File: src/rtl/mu0_trace_buffer_if.sv
// Snoop and pop-port bundle between the MU0 core / host debugger and the trace buffer.
// The trace buffer connects through the slave modport.
interface mu0_trace_buffer_if #(
  parameter int unsigned ADDR_W = 12,
  parameter int unsigned DATA_W = 16
);
  logic              dut_fetch;
  logic [ADDR_W-1:0] dut_addr;
  logic [DATA_W-1:0] dut_data_in;
  logic              rd_ready;
  logic              rd_valid;
  logic [ADDR_W-1:0] rd_pc;
  logic [DATA_W-1:0] rd_instr;

  modport master (
    output dut_fetch, dut_addr, dut_data_in, rd_ready,
    input  rd_valid, rd_pc, rd_instr
  );

  modport slave (
    input  dut_fetch, dut_addr, dut_data_in, rd_ready,
    output rd_valid, rd_pc, rd_instr
  );
endinterface

File: src/rtl/mu0_trace_buffer.sv
// MU0 instruction-trace buffer: snoops fetch cycles into a circular buffer of {pc, instr}
// entries, drained by the host through a valid/ready pop port.
module mu0_trace_buffer #(
  parameter int unsigned DEPTH  = 16,
  parameter int unsigned ADDR_W = 12,
  parameter int unsigned DATA_W = 16,
  parameter int unsigned CNT_W  = 5
) (
  input  logic                    clk,
  input  logic                    reset,
  mu0_trace_buffer_if.slave       bus,
  input  logic                    arm,
  input  logic                    stop,
  input  logic                    clear,
  input  logic                    wrap,
  input  logic                    trig_en,
  input  logic [ADDR_W-1:0]       trig_addr,
  output logic [CNT_W-1:0]        count,
  output logic                    overflow,
  output logic                    trig_hit,
  output logic                    capturing
);
  localparam int unsigned PtrW = $clog2(DEPTH);
  localparam int unsigned EntW = ADDR_W + DATA_W;

  typedef enum logic [1:0] {StIdle, StArmed, StCapture, StFrozen} state_e;

  state_e            state_q, state_d;
  logic [PtrW-1:0]   wr_ptr_q, wr_ptr_d, rd_ptr_q, rd_ptr_d;
  logic [CNT_W-1:0]  count_q, count_d;
  logic              overflow_q, overflow_d;
  logic              trig_hit_q, trig_hit_d;
  logic [EntW-1:0]   head_q, head_d;
  logic [EntW-1:0]   entry;
  logic [EntW-1:0]   mem_q [DEPTH];
  logic              trig_match, push, pop, full, mem_we;

  assign entry      = {bus.dut_addr, bus.dut_data_in};
  assign trig_match = bus.dut_fetch && (bus.dut_addr == trig_addr);
  assign full       = (count_q == CNT_W'(DEPTH));
  assign pop        = (count_q != '0) && bus.rd_ready && !clear;
  // The trigger fetch itself is the first recorded entry of the session.
  assign push       = !clear && bus.dut_fetch &&
                      ((state_q == StCapture) || ((state_q == StArmed) && trig_match && !stop));

  always_comb begin
    state_d    = state_q;
    wr_ptr_d   = wr_ptr_q;
    rd_ptr_d   = rd_ptr_q;
    count_d    = count_q;
    overflow_d = overflow_q;
    mem_we     = 1'b0;
    trig_hit_d = (state_q == StArmed) && trig_match && !stop;

    case (state_q)
      StIdle, StFrozen: if (arm && !stop) state_d = trig_en ? StArmed : StCapture;
      StArmed: begin
        if (stop) state_d = StFrozen;
        else if (trig_match) state_d = StCapture;
      end
      StCapture: if (stop) state_d = StFrozen;
      default: state_d = StIdle;
    endcase

    if (clear) begin
      wr_ptr_d   = '0;
      rd_ptr_d   = '0;
      count_d    = '0;
      overflow_d = 1'b0;
    end else if (push && full && !pop) begin
      overflow_d = 1'b1;
      if (wrap) begin
        // Overwrite the oldest slot; write and read pointers advance together.
        mem_we   = 1'b1;
        wr_ptr_d = wr_ptr_q + PtrW'(1);
        rd_ptr_d = rd_ptr_q + PtrW'(1);
      end else begin
        state_d = StFrozen;
      end
    end else begin
      if (push) begin
        mem_we   = 1'b1;
        wr_ptr_d = wr_ptr_q + PtrW'(1);
      end
      if (pop) rd_ptr_d = rd_ptr_q + PtrW'(1);
      if (push && !pop) count_d = count_q + CNT_W'(1);
      else if (pop && !push) count_d = count_q - CNT_W'(1);
    end

    // Head register tracks the next-cycle head, bypassing an entry written this cycle.
    if (count_d == '0) head_d = '0;
    else if (mem_we && (rd_ptr_d == wr_ptr_q)) head_d = entry;
    else head_d = mem_q[rd_ptr_d];
  end

  always_ff @(posedge clk) begin
    if (reset) begin
      state_q    <= StIdle;
      wr_ptr_q   <= '0;
      rd_ptr_q   <= '0;
      count_q    <= '0;
      overflow_q <= 1'b0;
      trig_hit_q <= 1'b0;
      head_q     <= '0;
    end else begin
      state_q    <= state_d;
      wr_ptr_q   <= wr_ptr_d;
      rd_ptr_q   <= rd_ptr_d;
      count_q    <= count_d;
      overflow_q <= overflow_d;
      trig_hit_q <= trig_hit_d;
      head_q     <= head_d;
    end
  end

  always_ff @(posedge clk) begin
    if (mem_we) mem_q[wr_ptr_q] <= entry;
  end

  assign bus.rd_valid = (count_q != '0);
  assign bus.rd_pc    = head_q[EntW-1:DATA_W];
  assign bus.rd_instr = head_q[DATA_W-1:0];
  assign count        = count_q;
  assign overflow     = overflow_q;
  assign trig_hit     = trig_hit_q;
  assign capturing    = (state_q == StCapture);
endmodule

File: src/flat_wrapper.sv
// flat-port wrapper written by rule: the top's interface ports become plain ports
module mu0_trace_buffer_flat 
#(
  parameter int unsigned DEPTH  = 16,
  parameter int unsigned ADDR_W = 12,
  parameter int unsigned DATA_W = 16,
  parameter int unsigned CNT_W  = 5
)
  (clk, reset, arm, stop, clear, wrap, trig_en, trig_addr, count, overflow, trig_hit, capturing, bus_dut_fetch, bus_dut_addr, bus_dut_data_in, bus_rd_ready, bus_rd_valid, bus_rd_pc, bus_rd_instr);
  mu0_trace_buffer_if #(.ADDR_W(ADDR_W), .DATA_W(DATA_W)) bus_i ();
  input  logic clk;
  input  logic reset;
  input  logic arm;
  input  logic stop;
  input  logic clear;
  input  logic wrap;
  input  logic trig_en;
  input  logic [ADDR_W-1:0] trig_addr;
  output logic [CNT_W-1:0] count;
  output logic overflow;
  output logic trig_hit;
  output logic capturing;
  input wire logic [$bits(bus_i.dut_fetch)-1:0] bus_dut_fetch;
  input wire logic [$bits(bus_i.dut_addr)-1:0] bus_dut_addr;
  input wire logic [$bits(bus_i.dut_data_in)-1:0] bus_dut_data_in;
  input wire logic [$bits(bus_i.rd_ready)-1:0] bus_rd_ready;
  output wire logic [$bits(bus_i.rd_valid)-1:0] bus_rd_valid;
  output wire logic [$bits(bus_i.rd_pc)-1:0] bus_rd_pc;
  output wire logic [$bits(bus_i.rd_instr)-1:0] bus_rd_instr;
  assign bus_i.dut_fetch = bus_dut_fetch;
  assign bus_i.dut_addr = bus_dut_addr;
  assign bus_i.dut_data_in = bus_dut_data_in;
  assign bus_i.rd_ready = bus_rd_ready;
  assign bus_rd_valid = bus_i.rd_valid;
  assign bus_rd_pc = bus_i.rd_pc;
  assign bus_rd_instr = bus_i.rd_instr;
  mu0_trace_buffer #(.DEPTH(DEPTH), .ADDR_W(ADDR_W), .DATA_W(DATA_W), .CNT_W(CNT_W)) u_core (.clk(clk), .reset(reset), .bus(bus_i), .arm(arm), .stop(stop), .clear(clear), .wrap(wrap), .trig_en(trig_en), .trig_addr(trig_addr), .count(count), .overflow(overflow), .trig_hit(trig_hit), .capturing(capturing));
endmodule
File: config.mk
export PLATFORM = sky130hd
export DESIGN_NAME = mu0_trace_buffer_flat
export DESIGN_NICKNAME = d
export VERILOG_FILES = /design/src/rtl/mu0_trace_buffer_if.sv /design/src/rtl/mu0_trace_buffer.sv /design/src/flat_wrapper.sv
export SDC_FILE = /design/constraint.sdc
export NUM_CORES = 1
export LEC_CHECK = 0
export CAP_MARGIN = 20
export CORE_UTILIZATION = 61
export CTS_BUF_LIST = sky130_fd_sc_hd__clkbuf_4 sky130_fd_sc_hd__clkbuf_8
export DETAILED_ROUTE_END_ITERATION = 8
export PLACE_DENSITY = 0.8
export SETUP_SLACK_MARGIN = 0.15
export SLEW_MARGIN = 20
export SYNTH_ARGS = -nofsm -noshare
export SYNTH_HDL_FRONTEND = slang
export SYNTH_SLANG_ARGS = --single-unit
File: constraint.sdc
create_clock -name clk -period 5.69 [get_ports clk]
set_clock_uncertainty 0.05 [all_clocks]
set_input_delay 1.138 -clock clk [delete_from_list [all_inputs] [get_ports clk]]
set_output_delay 1.138 -clock clk [all_outputs]
set_load 0.05 [all_outputs]
### Word-level counts from Yosys, hierarchy flattened

Memory sizes are Yosys's and may differ from the RTL's. A register that Yosys moved wholly into a read port is not among the register bits.
Index checks and enable logic that the tools add are counted.

* add/subtract/negate cells: 4
* eq/ne operators: 6
* muxes and demuxes: 26
* reductions and logical operators: 25

Operator list (count)
* 4-bit 2-to-1 mux: 7
* 5-bit 2-to-1 mux: 4
* 2-bit 2-to-1 mux: 8
* 12-bit equality test: 1
* 1-bit logical AND: 12
* 4-bit by 1-bit adder with 4-bit output (second input constant): 2
* 1-bit 2-to-1 mux: 6
* 2-bit one-hot mux with 3 select lines: 1
* 2-bit OR reduction: 3
* 5-bit by 1-bit adder with 5-bit output (second input constant): 1
* 5-bit equality test (second input constant): 1
* 5-bit logical NOT: 1
* 5-bit nonzero test: 1
* 5-bit by 1-bit subtractor with 5-bit output (second input constant): 1
* 2-bit equality test (second input constant): 2
* 1-bit logical NOT: 4
* 2-bit by 1-bit equality test with 1-bit output (second input constant): 1
* 2-bit logical NOT: 1
* 2-bit inequality test (second input constant): 1
* 2-bit AND reduction: 1
* 2-bit nonzero test: 1
* 1-bit logical OR: 1

* register bits after elaboration: 17
* memory bits (writable): 448
* input bits: 49
* output and inout bits: 37
* memories kept: 1

Memories
* u_core.mem_q: depth 16, width 28, read ports 1, clocked after memory_dff 1, wr ports 1, line mu0_trace_buffer.sv:35 `logic [EntW-1:0] mem_q [DEPTH];`

### Longest topological paths before layout

* depth in word-level cells: 14
* mapped depth: 15
* depth with buffers taken out: 12

### Least setup slack after synthesis

OpenSTA, ideal clock, no wires.

* path type: input to register
* from: in trig_addr[0]
* to: mem u_core.mem_q[3][0] in the netlist's numbering (enable)
* library setup time: 0.448 ns
* data arrival time: 4.778 ns
* setup slack: 0.414 ns
* cell stages on the path: 7
* cell sequence: xor2_1 -> or4_4 -> nor4_4 -> o21ai_2 -> nor2_1 -> nand2_1 -> nor3_1

* longest elaborated chain between the ends: 12

Ends and longest elaborated chain
* start: declaration: line flat_wrapper.sv:18 `input logic [ADDR_W-1:0] trig_addr;`
* 12-bit equality test (*): line mu0_trace_buffer.sv:39 `assign trig_match = bus.dut_fetch && (bus.dut_addr == trig_addr);`
* 1-bit logical AND (*): line mu0_trace_buffer.sv:39
* 1-bit logical AND (*) (2 in a row): line mu0_trace_buffer.sv:44 `((state_q == StCapture) || ((state_q == StArmed) && trig_match && !stop));`
* 1-bit logical OR (*): line mu0_trace_buffer.sv:44
* 1-bit logical AND (*): line mu0_trace_buffer.sv:43 `assign push = !clear && bus.dut_fetch &&`
* 1-bit logical AND (2 in a row): line mu0_trace_buffer.sv:70 `end else if (push && full && !pop) begin`
* 1-bit 2-to-1 mux (*): line mu0_trace_buffer.sv:70
* 1-bit 2-to-1 mux (*): line mu0_trace_buffer.sv:65 `if (clear) begin`
* 1-bit 2-to-1 mux (*): line mu0_trace_buffer.sv:117 `if (mem_we) mem_q[wr_ptr_q] <= entry;`
* 1-bit 2-to-1 mux (implied by the code) (*): line mu0_trace_buffer.sv:117
* end: declaration: line mu0_trace_buffer.sv:35

Mark *: on every way between the ends. The rest lies on a longest branch, timed or not.

### Worst setup path after layout

* from: in bus_dut_addr[9]
* to: reg u_core.head_q[17] (read register of u_core.mem_q)

* longest elaborated chain between the ends: 14

Ends and longest elaborated chain
* start: declaration: line flat_wrapper.sv:24 `input wire logic [$bits(bus_i.dut_addr)-1:0] bus_dut_addr;`
* 12-bit equality test (*): line mu0_trace_buffer.sv:39
* 1-bit logical AND (*): line mu0_trace_buffer.sv:39
* 1-bit logical AND (*) (2 in a row): line mu0_trace_buffer.sv:44
* 1-bit logical OR (*): line mu0_trace_buffer.sv:44
* 1-bit logical AND (*): line mu0_trace_buffer.sv:43
* 1-bit logical NOT: line mu0_trace_buffer.sv:87 `else if (pop && !push) count_d = count_q - CNT_W'(1);`
* 1-bit logical AND: line mu0_trace_buffer.sv:87
* 5-bit 2-to-1 mux: line mu0_trace_buffer.sv:87
* 5-bit 2-to-1 mux: line mu0_trace_buffer.sv:86 `if (push && !pop) count_d = count_q + CNT_W'(1);`
* 5-bit 2-to-1 mux: line mu0_trace_buffer.sv:70
* 5-bit 2-to-1 mux: line mu0_trace_buffer.sv:65
* 5-bit logical NOT: line mu0_trace_buffer.sv:91 `if (count_d == '0) head_d = '0;`
* 2-bit OR reduction (no line)
* end: declaration: line mu0_trace_buffer.sv:33 `logic [EntW-1:0] head_q, head_d;`

Marks and branches as above.
A chain may end at the register's enable or synchronous reset.

==> impl_metrics.tcl <==
set metrics [dict create \
    ant_nets 0 \
    cp.arrival_ns 5.22 \
    outcome "finished clean" \
    tritoncts "yes" \
    synthTopCellsByArea "edfxtp_1, nand2_1, dfxtp_1" \
    synth_common_cells "edfxtp_1, nand2_1, nor2_1" \
    area_growth_syn_to_layout_pct 15.5 \
    async_flop_share 0 \
    core_um2 34600 \
    ctsHoldBuffers 0 \
    synth_area_um2 21500 \
    p_leak_uw 0.00845 \
    antenna_found_initial 2 \
    slew_viol_final 0 \
    dr.pass1.iters 6 \
    yosysMostFrequentCell "edfxtp_1" \
    finalSetupViolCount 0 \
    rows 68 \
    drtIter0Drc 2135 \
    post-dp-hpwl_um 34000 \
    maxCapViolations 0 \
    io_pins 86 \
    clk_latency_ns 0.62 \
    synth_cells 1703 \
    synthDistinctLibCells 55 \
    cts_buffers 79 \
    yosys.area.top_type "edfxtp_1" \
    slew_headroom 0.274 \
    final_nets 1873 \
    post_cts_resize_count 0 \
    tightest_slew_ns 1.09 \
    hp-class "flop to flop" \
    final_cells 2335 \
    die-area_um2 36000 \
    avgSynthCellArea_um2 12.6 \
    synth_top_area_frac 0.625 \
    hold_viol 0 \
    dp.cells 2189 \
    start_util 0.621 \
    drc 0 \
    grt_pass1_wl_um 88700 \
    max_freq_mhz 209 \
    viasPerCell 6.71 \
    htree_levels 3 \
    die-width_um 190 \
    insertedDiodeCount 0 \
    grt_setup_unrepaired "false" \
    crit_fanout 56 \
    clkSlewWorstSetupHoldPaths_ns 0.07 \
    io_buffers 85 \
    powerDensity_nw_per_um2 313 \
    clockBufferDepth 3 \
    vias 15671 \
    grt_max_degree 86 \
    drive_gt1_frac 0.136 \
    root_buffer "clkbuf_8" \
    wl_per_cell_um 25.0 \
    grt_pass1_vias 15472 \
    synth_seq_cells 493 \
    die_y_um 190 \
    vdd_ir_drop_max_uv 228 \
    critPathKind "primary input to flop" \
    synth_nets 1761 \
    r2r_slack_ns 1.38 \
    synth_edf_count 448 \
    clock-sinks 493 \
    cp-end-kind "flop" \
    synth_ff_type "edfxtp_1" \
    post-route-min-period_ns 4.78 \
    grt_overflow_total 0 \
    period_share 0.840 \
    gp_congestion 0.886 \
    cts_setup_buffers 0 \
    track_usage 0.329 \
    wl_um 58300 \
    cp.required_ns 6.14 \
    cp-start-kind "primary input" \
    yosysWarnings 0 \
    fin_tns_setup_ns 0 \
    ys_seq_area_frac 0.667 \
]
## logic make-up after synthesis
logic type / after synthesis / synth area share
xor+xnor: 19 / 0.00774
compound gates: 348 / 0.128
mux: 93 / 0.0436
fa+ha+maj: 9 / 0.00523
flops: 493 / 0.667
buf+inv: 139 / 0.0270
simple gates: 602 / 0.122
## layer usage
layer  track usage  vias up  wire [um]  share of wire
li1              -     6720          -              -
met1         0.434     7675      21800           0.37
met2         0.511     1102      27000           0.46
met3        0.0906      172       7130           0.12
met4         0.156        2       2330          0.040
met5             0        -         13        0.00022
## cell usage in the layout (no fill, tap or decap), drive strengths merged, types with 6 or more instances in the layout
cell / n
a21oi: 10
and3: 29
a22oi: 58
inv: 14
nor4: 9
ha: 9
a32o: 56
xor2: 12
nor3: 11
a211oi: 58
a211o: 28
mux2i: 90
clkinv: 20
nand3: 60
o21ai: 41
a32oi: 29
or3: 8
xnor2: 7
nand2: 363
edfxtp: 448
buf: 72
nor2: 99
clkdlybuf4s50: 85
o31ai: 29
dfxtp: 45
nor2b: 6
a22o: 28
clkbuf: 122
## where the power goes
group          internal (uW)  switching (uW)
Clock                   1750            1360
Combinational            229             422
Sequential              3990            20.5
Total                   5960            1800
## worst max-delay path, cell delays in order
cell             delay, ns
clkdlybuf4s50_1       0.77
xor2_1                0.18
or4_4                 0.63
nor4_4                0.37
buf_4                 0.43
o21ai_4               0.11
buf_4                 0.36
and3_1                0.29
a211o_1               0.29
a32oi_1               0.29
o31ai_1               0.12
a22o_1                0.21
## cell type report
type / instances / area (um^2)
clock buffers: 122 / 1480
multi-input cells: 1071 / 6760
repair buffers: 157 / 1470
inverters: 13 / 48.8
fillers: 2181 / 9790
flip-flops and latches: 493 / 14400
well taps: 455 / 569
clock inverters: 24 / 164
## sequential cells by signal (all words and copies together) (netlist names)
signal	flops
u_core.state_q	2
u_core.mem_q	448
u_core.overflow	1
u_core.wr_ptr_q	4
u_core.trig_hit	1
u_core.count	5
u_core.head_q	28
u_core.rd_ptr_q	4
## path summary, 6_finish.rpt
kind	startpoint	endpoint	cells after the start
min reg2reg	u_core.overflow	u_core.overflow	2
max	bus_dut_addr[9]	u_core.head_q[17]	12
max reg2reg	u_core.count[0]	u_core.head_q[17]	13
min	u_core.overflow	u_core.overflow	2
## metrics by stage
| stage | total power, uW | area, um^2 | hold WS [ns] | util | setup slack (ns) |
|---|---|---|---|---|---|
| 5_1_grt | 8000 | 24800 | 0.467 | 0.717 | 0.769 |
| 3_3_place_gp | 4690 | 23200 | 0.395 | 0.670 | 0.520 |
| 2_1_floorplan | 4460 | 21500 | 0.504 | - | 0.414 |
| 6_report | 7760 | 24800 | 0.427 | 0.717 | 0.911 |
| 3_5_place_dp | 4720 | 23200 | 0.416 | 0.670 | 0.330 |
| 4_1_cts | 7770 | 24800 | 0.430 | 0.717 | 1.01 |
Power figures use the tool's default switching activity.
